<file path="src/rtl/clk_div_ctrl.sv">
// -----------------------------------------------------------------------------
// clk_div_ctrl
// Run-time controller for a programmable divide-by-N clock generator.
// The counter cnt runs 0..div_reg-1. clk_out is high for the first
// H = div_reg - (div_reg>>1) counts of each period, and tick marks count 0.
// Divisor changes and stops are applied only at the period wrap, so the
// output never produces a runt pulse.
//
// Ports:
//   clk_in     system clock
//   rst        synchronous active-high reset
//   en         run request (level); sampled at period wraps while running
//   cfg_valid  requester presents a new divisor on cfg_div
//   cfg_div    requested divisor N (legal when N >= 2)
//   cfg_ready  divisor can be accepted this cycle (low while one is pending)
//   err        one-cycle pulse after an illegal divisor was accepted
//   busy       divider running (RUN or PEND)
//   clk_out    divided clock, registered
//   tick       one-cycle pulse on the first cycle of every output period
// -----------------------------------------------------------------------------
module clk_div_ctrl #(
   parameter int          W       = 8,
   parameter int unsigned DEF_DIV = 4
) (
   input  logic         clk_in,
   input  logic         rst,
   input  logic         en,
   input  logic         cfg_valid,
   input  logic [W-1:0] cfg_div,
   output logic         cfg_ready,
   output logic         err,
   output logic         busy,
   output logic         clk_out,
   output logic         tick
);

   typedef enum logic [1:0] {
      OFF  = 2'd0,
      RUN  = 2'd1,
      PEND = 2'd2
   } state_t;

   state_t       state;
   state_t       state_nx;
   logic [W-1:0] div_reg;
   logic [W-1:0] div_nx;
   logic [W-1:0] cnt;
   logic [W-1:0] cnt_nx;
   logic [W-1:0] pend_div;
   logic [W-1:0] pend_nx;
   logic         xfer;
   logic         legal;
   logic         take;
   logic         wrap;
   logic         run_nx;
   logic         clk_nx;
   logic         tick_nx;
   logic         busy_nx;
   logic         ready_nx;
   logic         err_nx;

   // High portion of a period of length n (ceil(n/2)), kept within W bits.
   function automatic logic [W-1:0] high_time(input logic [W-1:0] n);
      return n - (n >> 1);
   endfunction

   // State register and all registered outputs, loaded from next-state values.
   always_ff @(posedge clk_in) begin
      if (rst) begin
         state     <= OFF;
         div_reg   <= W'(DEF_DIV);
         cnt       <= '0;
         pend_div  <= '0;
         clk_out   <= 1'b0;
         tick      <= 1'b0;
         err       <= 1'b0;
         busy      <= 1'b0;
         cfg_ready <= 1'b1;
      end else begin
         state     <= state_nx;
         div_reg   <= div_nx;
         cnt       <= cnt_nx;
         pend_div  <= pend_nx;
         clk_out   <= clk_nx;
         tick      <= tick_nx;
         err       <= err_nx;
         busy      <= busy_nx;
         cfg_ready <= ready_nx;
      end
   end

   // Next-state logic: counter, divisor update and state transitions.
   always_comb begin
      state_nx = state;
      div_nx   = div_reg;
      cnt_nx   = cnt;
      pend_nx  = pend_div;
      xfer     = cfg_valid & cfg_ready;
      legal    = (cfg_div >= W'(2));
      take     = xfer & legal;
      wrap     = (cnt == (div_reg - W'(1)));
      case (state)
         OFF: begin
            cnt_nx = '0;
            // A divisor accepted here is used by a RUN starting next cycle.
            if (take) begin
               div_nx = cfg_div;
            end else begin
               div_nx = div_reg;
            end
            if (en) begin
               state_nx = RUN;
            end else begin
               state_nx = OFF;
            end
         end
         RUN: begin
            if (wrap) begin
               cnt_nx = '0;
               // Accepting on the last count applies immediately at this wrap.
               if (take) begin
                  div_nx = cfg_div;
               end else begin
                  div_nx = div_reg;
               end
               if (en) begin
                  state_nx = RUN;
               end else begin
                  state_nx = OFF;
               end
            end else begin
               cnt_nx = cnt + W'(1);
               if (take) begin
                  state_nx = PEND;
                  pend_nx  = cfg_div;
               end else begin
                  state_nx = RUN;
               end
            end
         end
         PEND: begin
            if (wrap) begin
               cnt_nx = '0;
               div_nx = pend_div;
               if (en) begin
                  state_nx = RUN;
               end else begin
                  state_nx = OFF;
               end
            end else begin
               cnt_nx   = cnt + W'(1);
               state_nx = PEND;
            end
         end
         default: begin
            state_nx = OFF;
            cnt_nx   = '0;
         end
      endcase
   end

   // Output decode from the next state so the flops line up with cnt.
   always_comb begin
      run_nx   = (state_nx != OFF);
      clk_nx   = run_nx && (cnt_nx < high_time(div_nx));
      tick_nx  = run_nx && (cnt_nx == '0);
      busy_nx  = run_nx;
      ready_nx = (state_nx != PEND);
      err_nx   = xfer & ~legal;
   end

endmodule
</file>
<file path="config.mk">
export PLATFORM = sky130hd
export DESIGN_NAME = clk_div_ctrl
export DESIGN_NICKNAME = d
export VERILOG_FILES = /design/src/rtl/clk_div_ctrl.sv
export SDC_FILE = /design/constraint.sdc
export NUM_CORES = 1
export LEC_CHECK = 0
export ABC_CLOCK_PERIOD_IN_PS = 5400
export BUFFER_PORTS_ARGS = -buffer_cell sky130_fd_sc_hd__buf_4
export CORE_MARGIN = 2
export CORE_UTILIZATION = 51
export DETAILED_ROUTE_END_ITERATION = 10
export GPL_ROUTABILITY_DRIVEN = 0
export GPL_TIMING_DRIVEN = 0
export PLACE_DENSITY = 0.77
export SLEW_MARGIN = 5
export SYNTH_ARGS = -nofsm -noshare
export SYNTH_HDL_FRONTEND = slang
export SYNTH_SLANG_ARGS = --single-unit
</file>
<file path="constraint.sdc">
create_clock -name clk_in -period 5.4 [get_ports clk_in]
set_input_delay 0.54 -clock clk_in [delete_from_list [all_inputs] [get_ports clk_in]]
set_output_delay 0.54 -clock clk_in [all_outputs]
set_load 0.02 [all_outputs]
</file>
==> results by group, run 1 <==
Clock tree
  • Cts hold-fix bufs: 0
  • Clock tree from TritonCTS: built
  • # clock sinks: 31
  • H-tree depth: 2
  • Clock buffer count from CTS: 5
  • CTS max path bufs: 2
  • Post-CTS Setup Inserts: 0
  • CTS Root Cell: clkbuf_8
  • Resized cells post-CTS: 0
  • Clk_lat worst skew: 280 ps
  • Reg clk slew, reported paths: 70 ps

Setup path
  • FF-to-FF path depth: 25
  • Required @ worst endpoint: 5590 ps
  • CP max FO: 10
  • Startpoint types: flop
  • CP endpoint kind: flop
  • Crit path capture: clk_out$_SDFF_PP0_
  • Origin of the critical flop-to-flop path: div_reg[0]$_SDFF_PP0_
  • Critical Path Source: div_reg[0]$_SDFF_PP0_
  • Crit Path Class: reg2reg
  • WP data arrival: 5060 ps
  • Slowest cell on the critical path: dfxtp_1
  • R2r endpoint: clk_out$_SDFF_PP0_
  • R2R setup slack: 540 ps
  • CP peak stage delay: 430 ps

Synth
  • Area contributors post-synth: dfxtp_1, ha_1, nor2_1
  • Seq cells post-synth: 31
  • Number of library cell types mapped by synthesis: 53
  • Mapped cell area: 2320 um2
  • Number of flops mapped to enable cells by yosys: 0
  • Synth area leader: dfxtp_1
  • Sequential element share of the synthesized area: 26.7%
  • Synth Area per Inst: 8.35 um2
  • Post-Synthesis Net Count: 311
  • Synth Flop Type: dfxtp_1
  • Mapped Cells: 278
  • Async SR Flop Fraction: 0%
  • Synth top area share: 26.7%
  • Count of warnings emitted by yosys: 0

Floorplan
  • # rows: 24
  • Core area: 4380 um2
  • Io pins: 17
  • Die Area: 5110 um2
  • Die Ht: 71.5 um
  • Initial Utilization: 53.0%
  • Die width: 71.5 um

Job
  • MaxCap Viol Count: 0

Finish
  • Share of layout cells above drive strength 1: 12.0%
  • Commonest non-fill, non-tap cells in the layout: nor2_1, dfxtp_1, ha_1
  • Fin nets: 334
  • FF+latch area: 621 um2
  • ANT cells: 0
  • Syn-to-layout area delta: 11.9%
  • Fill cell count: 399
  • Commonest non-fill, non-tap cell in the layout: nor2_1
  • Area taken by multi-input logic gates: 1590 um2

Route
  • Initial DRC count: 108
  • Per-cell routed wire length: 14.3 um
  • Vias per cell: 5.80
  • Via count: 2046
  • Routed WL: 5030 um
  • First-pass iteration count of the detailed router: 4
  • Drc violations: 0
  • Final ANT Viol Nets: 0

Placement
  • PortBufs: 16
  • Dpl ws: 467 ps
  • DP HPWL: 3780 um

STA
  • Clock Skews: 4.74 ps
  • Setup tns final: 0 ps
  • Max-slew headroom: 36.3%
  • Final WS setup: 537 ps
  • Fmax: 206 MHz
  • Final setup fails: 0
  • Hold Violations, Final: 0
  • RSZ-0062 raised after global routing: false
  • Slew Viols, Final: 0
  • Actual slew at the worst max-slew pin: 956 ps
  • Fin crit share: 90.0%
  • Fin crit period: 4860 ps

GRT
  • Largest net degree at the start of global routing: 11
  • First-pass GRT wire length: 8670 um
  • Vias in the first global route: 1879
  • Antenna violations before repair: 0
  • Overall routing resource usage: 21.3%
  • Total global routing overflow: 0

Hold path
  • Worst hold path class: reg2reg

Power and ir drop
  • Cell area power density: 276 nW/um2
  • Leakage: 1.06 nW
  • Peak supply drop: 0.000157 V

Run status
  • Status: complete, no violations
final cells by class:
cell class,count,area share (%)
clock inverters,1,0.193
well taps,52,2.50
plain buffers,16,3.03
clock buffers,6,3.18
multi-input cells,221,61.1
flip-flops and latches,31,23.9
inverters,10,1.44
repair buffers,16,4.62
layer usage:
metal,GRT usage [%],vias to the layer above,share of wire (%)
met5,0,-,0
li1,-,1041,-
met2,32.3,60,44
met3,4.36,8,6.4
met1,29.6,937,48
met4,8.39,0,1.7
kinds of logic after synthesis:
kind of cell / share of synthesized area [%]
AO/OA/AOI/OAI: 19.8
multiplexers: 5.66
XOR/XNOR: 9.38
flip-flops: 26.7
AND/OR/NAND/NOR: 21.8
buffers and inverters: 5.01
adder cells (fa/ha/maj): 11.6
worst max-delay path: cells and delay by family (launching register included):
family                   cells  cell delay, ps
flip-flops                   1             430
AO/OA/AOI/OAI                9            1730
adder cells (fa/ha/maj)      3             870
buffers and inverters        3             520
AND/OR/NAND/NOR              8             920
XOR/XNOR                     2             290
stage by stage:
stage                     instance area [um2]  total power, W  hold WS (ps)  instances  utilization (%)
after floorplan                          2320        0.000479           454        278                -
after global placement                   2510        0.000532           472        346             57.2
after detailed placement                 2510        0.000537           475        346             57.2
after CTS                                2590        0.000723           480        353             59.2
after global routing                     2600        0.000775           528        353             59.3
final                                    2600        0.000718           480        353             59.3
how the worst min path moves through the flow:
stage | startpoint | endpoint | slack [ps] | cells after the start
finish | pend_div[7]$_SDFFE_PP0P_ | pend_div[7]$_SDFFE_PP0P_ | 480 | 2
global route | cfg_div[3] | pend_div[3]$_SDFFE_PP0P_ | 530 | 3
CTS | pend_div[7]$_SDFFE_PP0P_ | pend_div[7]$_SDFFE_PP0P_ | 480 | 2
detailed placement | pend_div[7]$_SDFFE_PP0P_ | pend_div[7]$_SDFFE_PP0P_ | 470 | 2
global placement | pend_div[7]$_SDFFE_PP0P_ | pend_div[7]$_SDFFE_PP0P_ | 470 | 2
floorplan | pend_div[7]$_SDFFE_PP0P_ | pend_div[7]$_SDFFE_PP0P_ | 450 | 2
power by group:
| group | leakage (nW) | switching (W) | internal (W) |
|---|---|---|---|
| Clock | 0.0470 | 0.0000844 | 0.0000999 |
| Combinational | 0.764 | 0.000147 | 0.000130 |
| Sequential | 0.253 | 0.0000142 | 0.000243 |
cells in the mapped netlist (2+ instances only):
| cell type | number |
|---|---|
| nand2_1 | 16 |
| xnor2_1 | 14 |
| buf_6 | 2 |
| a31oi_1 | 2 |
| o21bai_1 | 3 |
| ha_1 | 20 |
| clkbuf_1 | 10 |
| dfxtp_1 | 31 |
| buf_2 | 3 |
| nor3_1 | 5 |
| a221o_1 | 6 |
| a32o_1 | 2 |
| nor2b_1 | 3 |
| nand2b_1 | 3 |
| mux2i_1 | 12 |
| a21oi_1 | 10 |
| o211ai_1 | 2 |
| nor4_1 | 8 |
| nand3b_1 | 3 |
| nor3b_1 | 2 |
| a32oi_1 | 2 |
| xor2_1 | 9 |
| o21ai_0 | 12 |
| a21o_1 | 6 |
| a22oi_1 | 6 |
| o21a_1 | 4 |
| inv_1 | 10 |
| nand3_1 | 9 |
| nor2_1 | 36 |
| and3_1 | 4 |
(Power assumes the default switching activity.)
==> inputs of run 2 (changes only) <==
--- a/config.mk
+++ b/config.mk
@@ -5,7 +5,7 @@
 export SDC_FILE = /design/constraint.sdc
 export NUM_CORES = 1
 export LEC_CHECK = 0
-export ABC_CLOCK_PERIOD_IN_PS = 5400
+export ABC_CLOCK_PERIOD_IN_PS = 5600
 export BUFFER_PORTS_ARGS = -buffer_cell sky130_fd_sc_hd__buf_4
 export CORE_MARGIN = 2
 export CORE_UTILIZATION = 51
==> constraint.sdc (replaced) <==
create_clock -name clk_in -period 5.6 [get_ports clk_in]
set_input_delay 0.56 -clock clk_in [delete_from_list [all_inputs] [get_ports clk_in]]
set_output_delay 0.56 -clock clk_in [all_outputs]
set_load 0.02 [all_outputs]
==> run 2 against run 1 <==
Compared with the run above:
- first-iteration DRC count is 13% higher
- register-to-register slack better by 130 ps
- non-clock buffer count unchanged
- core utilization decreased by 0.086 points
- clock skew up 0.80 ps
- clock power shrank 3%
- cell count did not move
- sequential power decreased by 4%
- cell area is 0.14% lower
- largest cell class unchanged
- largest power group unchanged
- highest routed layer unchanged
==> results by group, run 2 (synthesis results as in run 1) <==
Run status
  • Status: complete, no violations

Floorplan
  • Die Area: 5110 um2
  • Initial Utilization: 53.0%
  • Die Ht: 71.5 um
  • # rows: 24
  • Die width: 71.5 um
  • Core area: 4380 um2
  • Io pins: 17

Setup path
  • Slowest cell on the critical path: dfxtp_1
  • Crit path buf inv count: 4
  • CP peak stage delay: 430 ps
  • Startpoint types: flop
  • CP endpoint kind: flop
  • WP data arrival: 5130 ps
  • CP top delay family: compound AO/OA/AOI/OAI gates
  • Crit Path Class: reg2reg
  • CP cell instances: inv_1, ha_1, xor2_1, nand3_1, a2111oi_2, o31a_4, buf_6, and2_0, clkbuf_1, a22oi_1, o21ai_0, ha_1, inv_1, fa_1, a21o_1, a21oi_1, o21bai_1, a21oi_1, xor2_1, ha_1, nor2b_1, o21ai_0, nand2_1, a211oi_1
  • CP max FO: 10
  • Most used cell, CP: ha_1
  • Required @ worst endpoint: 5800 ps

Finish
  • Commonest non-fill, non-tap cells in the layout: nor2_1, dfxtp_1, ha_1
  • ANT cells: 0
  • Commonest non-fill, non-tap cell in the layout: nor2_1
  • Final Cell Area: 2590 um2
  • Share of layout cells above drive strength 1: 11.6%
  • Syn-to-layout area delta: 11.7%
  • Fin nets: 334

Route
  • Per-cell routed wire length: 14.4 um
  • Via count: 2091
  • First-pass iteration count of the detailed router: 5
  • Routed WL: 5080 um
  • Final ANT Viol Nets: 0
  • Drc violations: 0
  • Vias per cell: 5.92
  • Initial DRC count: 122

Placement
  • PortBufs: 16
  • DP HPWL: 3780 um
  • Dpl cell area: 2510 um2

STA
  • Fmax: 203 MHz
  • Clock Skews: 5.54 ps
  • Fin crit period: 4940 ps
  • Fin crit share: 88.2%
  • Final setup fails: 0
  • Actual slew at the worst max-slew pin: 985 ps
  • Hold Violations, Final: 0
  • RSZ-0062 raised after global routing: false
  • Max-slew headroom: 34.4%
  • Setup tns final: 0 ps
  • Slew Viols, Final: 0

Clock tree
  • Resized cells post-CTS: 0
  • Reg clk slew, reported paths: 70 ps
  • Cts hold-fix bufs: 0
  • # clock sinks: 31
  • CTS max path bufs: 2
  • CTS Root Cell: clkbuf_8
  • H-tree depth: 2
  • Clock tree from TritonCTS: built
  • Clock buffer count from CTS: 5
  • Post-CTS Setup Inserts: 0
  • Clk_lat worst skew: 280 ps

GRT
  • First-pass GRT wire length: 8670 um
  • Total global routing overflow: 0
  • Antenna violations before repair: 0
  • Overall routing resource usage: 21.3%
  • Largest net degree at the start of global routing: 11
  • Vias in the first global route: 1879

Power and ir drop
  • Pwr Total: 0.000692 W
  • Peak supply drop: 0.000151 V
  • Cell area power density: 267 nW/um2
  • Leakage: 1.06 nW

Hold path
  • Worst hold path class: reg2reg

Job
  • MaxCap Viol Count: 0
[run 2: layout make-up]
class                      count  area (um2)
sequential                    31         621
inverter                      10        37.5
multi-input combinational    221        1590
buffer                        16        78.8
clock buffer                   6        82.6
clock inverter                 1        5.00
timing repair buffer          16         120
tap                           52        65.1
fill                         401        1790
[run 2: layer usage]
layer | GRT usage (%) | up-vias | part of all wire, %
li1 | - | 1042 | -
met1 | 29.6 | 970 | 49
met2 | 32.3 | 69 | 44
met3 | 4.36 | 10 | 5.4
met4 | 8.39 | 0 | 1.7
met5 | 0 | - | 0
[run 2: report_power, final]
part           internal (W)  switching (W)  leakage, nW
Combinational      0.000125       0.000142        0.762
Sequential         0.000234      0.0000137        0.253
Clock             0.0000963      0.0000821       0.0470
Total              0.000455       0.000237         1.06
[run 2: worst register-to-register path: cells and delay by family (launching register included)]
kind	cells	cell delay [ps]
AO/OA/AOI/OAI	10	1860
XOR/XNOR	2	340
adder cells (fa/ha/maj)	4	1200
buffers and inverters	4	600
flip-flops	1	430
AND/OR/NAND/NOR	4	430
[run 2: per-stage QoR]
step | setup WS (ps) | hold slack (ps) | utilization [%] | std cells
3_3_place_gp | 687 | 472 | 57.2 | 346
4_1_cts | 640 | 480 | 59.2 | 353
2_1_floorplan | 1170 | 454 | - | 278
5_1_grt | 112 | 533 | 59.2 | 353
3_5_place_dp | 667 | 475 | 57.2 | 346
6_report | 663 | 479 | 59.2 | 353
[run 2: worst paths after layout]
kind	from	endpoint	slack (ps)	depth (start not counted)
worst max-delay path	div_reg[0]$_SDFF_PP0_	clk_out$_SDFF_PP0_	660	24
worst max register to register	div_reg[0]$_SDFF_PP0_	clk_out$_SDFF_PP0_	660	24
worst min register to register	pend_div[7]$_SDFFE_PP0P_	pend_div[7]$_SDFFE_PP0P_	480	2
worst min-delay path	pend_div[7]$_SDFFE_PP0P_	pend_div[7]$_SDFFE_PP0P_	480	2
